File: src/rtl/serial_adder_pkg.sv
// Shared definitions for the bit-serial adder controller.
package serial_adder_pkg;

    // Controller state encoding
    typedef enum logic [1:0] {
        IDLE  = 2'd0,
        SHIFT = 2'd1,
        DONE  = 2'd2
    } state_t;

endpackage

File: src/rtl/hierarchy_full_adder.sv
// One-bit full adder built from two half adders and an OR gate.
module hierarchy_full_adder (
    input  logic a,
    input  logic b,
    input  logic c,
    output logic sum,
    output logic carry
);

    logic s1;
    logic c1;
    logic c2;

    // First half adder: a + b
    assign s1    = a ^ b;
    assign c1    = a & b;

    // Second half adder: partial sum + carry-in, then merge the carries
    assign sum   = s1 ^ c;
    assign c2    = s1 & c;
    assign carry = c1 | c2;

endmodule

File: src/rtl/serial_adder_ctrl.sv
// Bit-serial W-bit adder controller: one full adder cell is reused for
// every bit position, LSB first, with the carry held in a flop.
// Optional subtract mode is enabled by defining SERIAL_ADDER_SUB_EN.
module serial_adder_ctrl
    import serial_adder_pkg::*;
#(
    parameter int unsigned W = 8
) (
    input  logic         clk,
    input  logic         rst_n,
    input  logic         start,
    input  logic [W-1:0] a,
    input  logic [W-1:0] b,
    input  logic         cin,
`ifdef SERIAL_ADDER_SUB_EN
    input  logic         sub,
`endif
    output logic         busy,
    output logic         done,
    output logic [W-1:0] sum,
    output logic         cout
);

    localparam int unsigned   CW   = (W > 1) ? $clog2(W) : 1;
    localparam logic [CW-1:0] LAST = CW'(W - 1);

    state_t        state;
    logic [W-1:0]  op_a;
    logic [W-1:0]  op_b;
    logic [W-1:0]  sr;
    logic          carry;
    logic [CW-1:0] cnt;
    logic          s;
    logic          co;
    logic [W-1:0]  b_load;
    logic          c_load;

    hierarchy_full_adder u_fa (
        .a     (op_a[0]),
        .b     (op_b[0]),
        .c     (carry),
        .sum   (s),
        .carry (co)
    );

    // Operand B and initial carry as loaded on start (two's-complement subtract when enabled)
    always_comb begin
        b_load = b;
        c_load = cin;
`ifdef SERIAL_ADDER_SUB_EN
        if (sub) begin
            b_load = ~b;
            c_load = 1'b1;
        end
`endif
    end

    // Controller FSM with shift registers, bit counter and registered outputs
    always_ff @(posedge clk or negedge rst_n) begin
        if (!rst_n) begin
            state <= IDLE;
            busy  <= 1'b0;
            done  <= 1'b0;
            sum   <= '0;
            cout  <= 1'b0;
            op_a  <= '0;
            op_b  <= '0;
            sr    <= '0;
            carry <= 1'b0;
            cnt   <= '0;
        end else begin
            case (state)
                IDLE, DONE: begin
                    done <= 1'b0;
                    if (start) begin
                        op_a  <= a;
                        op_b  <= b_load;
                        carry <= c_load;
                        cnt   <= '0;
                        busy  <= 1'b1;
                        state <= SHIFT;
                    end else begin
                        state <= IDLE;
                    end
                end
                SHIFT: begin
                    sr    <= {s, sr[W-1:1]};
                    op_a  <= op_a >> 1;
                    op_b  <= op_b >> 1;
                    carry <= co;
                    cnt   <= cnt + CW'(1);
                    if (cnt == LAST) begin
                        sum   <= {s, sr[W-1:1]};
                        cout  <= co;
                        busy  <= 1'b0;
                        done  <= 1'b1;
                        state <= DONE;
                    end
                end
                default: begin
                    busy  <= 1'b0;
                    done  <= 1'b0;
                    state <= IDLE;
                end
            endcase
        end
    end

endmodule

File: config.mk
export PLATFORM = sky130hd
export DESIGN_NAME = serial_adder_ctrl
export DESIGN_NICKNAME = d
export VERILOG_FILES = /design/src/rtl/serial_adder_pkg.sv /design/src/rtl/hierarchy_full_adder.sv /design/src/rtl/serial_adder_ctrl.sv
export SDC_FILE = /design/constraint.sdc
export NUM_CORES = 1
export LEC_CHECK = 0
export BUFFER_PORTS_ARGS = -buffer_cell sky130_fd_sc_hd__buf_2
export CAP_MARGIN = 20
export CORE_MARGIN = 2
export CORE_UTILIZATION = 40
export DETAILED_ROUTE_END_ITERATION = 7
export PLACE_DENSITY = 0.57
export SYNTH_ARGS = -nofsm -noshare
export SYNTH_HDL_FRONTEND = slang
export SYNTH_SLANG_ARGS = --single-unit
File: constraint.sdc
create_clock -name clk -period 1.7 [get_ports clk]
set_input_delay 0.34 -clock clk [delete_from_list [all_inputs] [get_ports clk]]
set_output_delay 0.34 -clock clk [all_outputs]
set_load 0.005 [all_outputs]
==> flow_summary.json <==
{
  "drt-met1-wl_um": 1620,
  "crit_path_max_incr_delay_ns": 0.49,
  "synth_cells": 164,
  "place_congestion": 0.712,
  "start_util": 0.420,
  "cp.required_ns": 1.87,
  "cts_made_buffers": 5,
  "fin_worst_skew_ns": 0.00637,
  "wl_per_cell_um": 13.7,
  "cts_tree": "built",
  "ir_drop_mv": 0.566,
  "critPathSlowestCell": "dfrtp_1",
  "fin_crit_sh": 0.846,
  "cts_setup_buffers": 0,
  "rows": 24,
  "ys_types": 24,
  "die_y_um": 71.8,
  "fin_crit_ns": 1.44,
  "met2WireLength_um": 1570,
  "fin_hold_ws_ns": 0.00564,
  "cp-end-kind": "flip-flop",
  "pre_cts_ws_ns": 0.257,
  "wl_met3_um": 153,
  "drive_gt1_frac": 0.281,
  "vias": 1290,
  "die-area_um2": 5160,
  "arrival_ns": 1.61,
  "fin_ws_ns": 0.261,
  "finalSetupViolCount": 0,
  "io_buffers": 30,
  "drc": 0,
  "grt_max_degree": 40,
  "grt-ovfl-total": 0,
  "synth_nets": 187,
  "firstDrtPassIters": 4,
  "cts-htree-levels": 2,
  "place_area_um2": 2060,
  "p_leak_nw": 1.03,
  "top_layer": "met4",
  "power_density_nw_per_um2": 1750,
  "cts_max_path_buffers": 2,
  "wirelength_um": 3400,
  "fp.dieW_um": 71.8,
  "tightest_slew_ns": 0.456,
  "grt_pass1_vias": 1263,
  "multiInputGateArea_um2": 798,
  "start_kind": "flip-flop",
  "hpwl_um": 2340,
  "final_cells": 248,
  "fin_area_um2": 2160,
  "antenna_found_initial": 0,
  "clkLatencyLatePin_ns": 0.29,
  "finalMaxSlewViolations": 0,
  "vias_per_cell": 5.20,
  "grt_pass1_wl_um": 5870,
  "dp.cells": 240,
  "clockRootBuffer": "clkbuf_8",
  "nets": 218,
  "crit_chain": "nor2b_4, nand2_4, mux2_4",
  "status": "completed",
  "nFillCells": 391,
  "numClockSinks": 39,
  "area_growth_pct": 17.2,
  "cap_violations": 0,
  "power_mw": 3.78,
  "final_antenna_net_count": 0,
  "cts.clk_slew.worst_paths_ns": 0.08,
  "synth-seq-area-share": 0.531,
  "ctsResizeCount": 0,
  "ios": 31,
  "ctsHoldBuffers": 0,
  "core_area_um2": 4380,
  "max_slew_margin": 0.696,
  "fin_tns_setup_ns": 0,
  "worstSetupPathType": "flip-flop to flip-flop",
  "seq_area_um2": 976,
  "hold_violations": 0,
  "synth_warnings": 0,
  "rsz0062_at_grt": "no",
  "fmax_ghz": 0.695,
  "final_util": 0.492,
  "ys_ff_latch": 39,
  "crit_fanout": 12,
  "avgSynthCellArea_um2": 11.2,
  "dr.first_iter.drc_count": 70,
  "antenna_cells": 0,
  "grt_usage": 0.148,
  "syn_area_um2": 1840,
  "min_path_type": "input pin to asynchronous set/reset pin"
}
-- cell type report --
| type | instances | share of cell area |
|---|---|---|
| repair buffers | 35 | 0.0987 |
| flip-flops and latches | 39 | 0.453 |
| multi-input cells | 113 | 0.370 |
| well taps | 52 | 0.0302 |
| clock buffers | 8 | 0.0464 |
| inverters | 1 | 0.00174 |
-- critical path, delay by kind of cell, from the launching register on --
| family | cells | cell delay (ns) |
|---|---|---|
| muxes | 1 | 0.33 |
| DFF | 1 | 0.49 |
| and+or+nand+nor | 2 | 0.51 |
-- cell usage after synthesis, drive strengths merged --
master,count,area (um2)
mux2i,13,130
a22o,2,17.5
inv,1,3.75
fa,1,20.0
dfrtp,39,976
o21ai,4,20.0
nand2,26,105
o22ai,3,18.8
buf,8,50.1
a22oi,1,7.51
clkbuf,3,11.3
nand3,4,20.0
a211oi,11,82.6
nand2b,2,12.5
ha,2,25.0
nor2b,13,88.8
mux2,11,158
nor3,3,15.0
a21oi,11,55.1
nor2,6,22.5
-- metal layers --
layer | up-vias | GRT usage
li1 | 630 | -
met1 | 624 | 0.185
met2 | 29 | 0.238
met3 | 7 | 0.0408
met4 | 0 | 0.0692
met5 | - | 0
-- worst paths after layout --
check                          end  start  cells past startpoint  slack (ns)
max                         sum[2]   done                      3        0.26
max reg2reg                 sum[2]   done                      3        0.26
min reg2reg                  sr[1]  sr[1]                      2        0.49
min in group clk           op_b[4]   b[4]                      3        0.30
min                         sum[4]  rst_n                      2       0.006
max in group asynchronous  op_b[7]  rst_n                      2        1.50
-- cell usage in the layout, fill, tap and decap left out, drive strengths merged --
| master | Yosys | routed |
|---|---|---|
| a211oi | 11 | 11 |
| a21oi | 11 | 11 |
| a22o | 2 | 2 |
| a22oi | 1 | 1 |
| buf | 8 | 35 |
| clkbuf | 3 | 8 |
| dfrtp | 39 | 39 |
| fa | 1 | 1 |
| ha | 2 | 2 |
| inv | 1 | 1 |
| mux2 | 11 | 11 |
| mux2i | 13 | 13 |
| nand2 | 26 | 26 |
| nand2b | 2 | 2 |
| nand3 | 4 | 4 |
| nor2 | 6 | 6 |
| nor2b | 13 | 13 |
| nor3 | 3 | 3 |
| o21ai | 4 | 4 |
| o22ai | 3 | 3 |
-- registers in the layout (all words and copies together) (netlist names) --
name and count:
busy 1, done 1, sr 7, cout 1, state 1, cnt 3, carry 1, op_a 8
op_b 8, sum 8
-- power breakdown --
group          switching [mW]  internal (mW)
clock                   0.312          0.370
sequential              0.299           1.37
combinational           0.679          0.751
total                    1.29           2.49
-- cells by family (layout without fill, tap and decap cells) --
logic type	after synthesis	after routing	synth area share
flip-flops	39	39	0.531
buffers and inverters	12	44	0.0354
adder cells (fa/ha/maj)	3	3	0.0245
AO/OA/AOI/OAI	32	32	0.110
AND/OR/NAND/NOR	54	54	0.144
multiplexers	24	24	0.156
(Power assumes the default switching activity.)
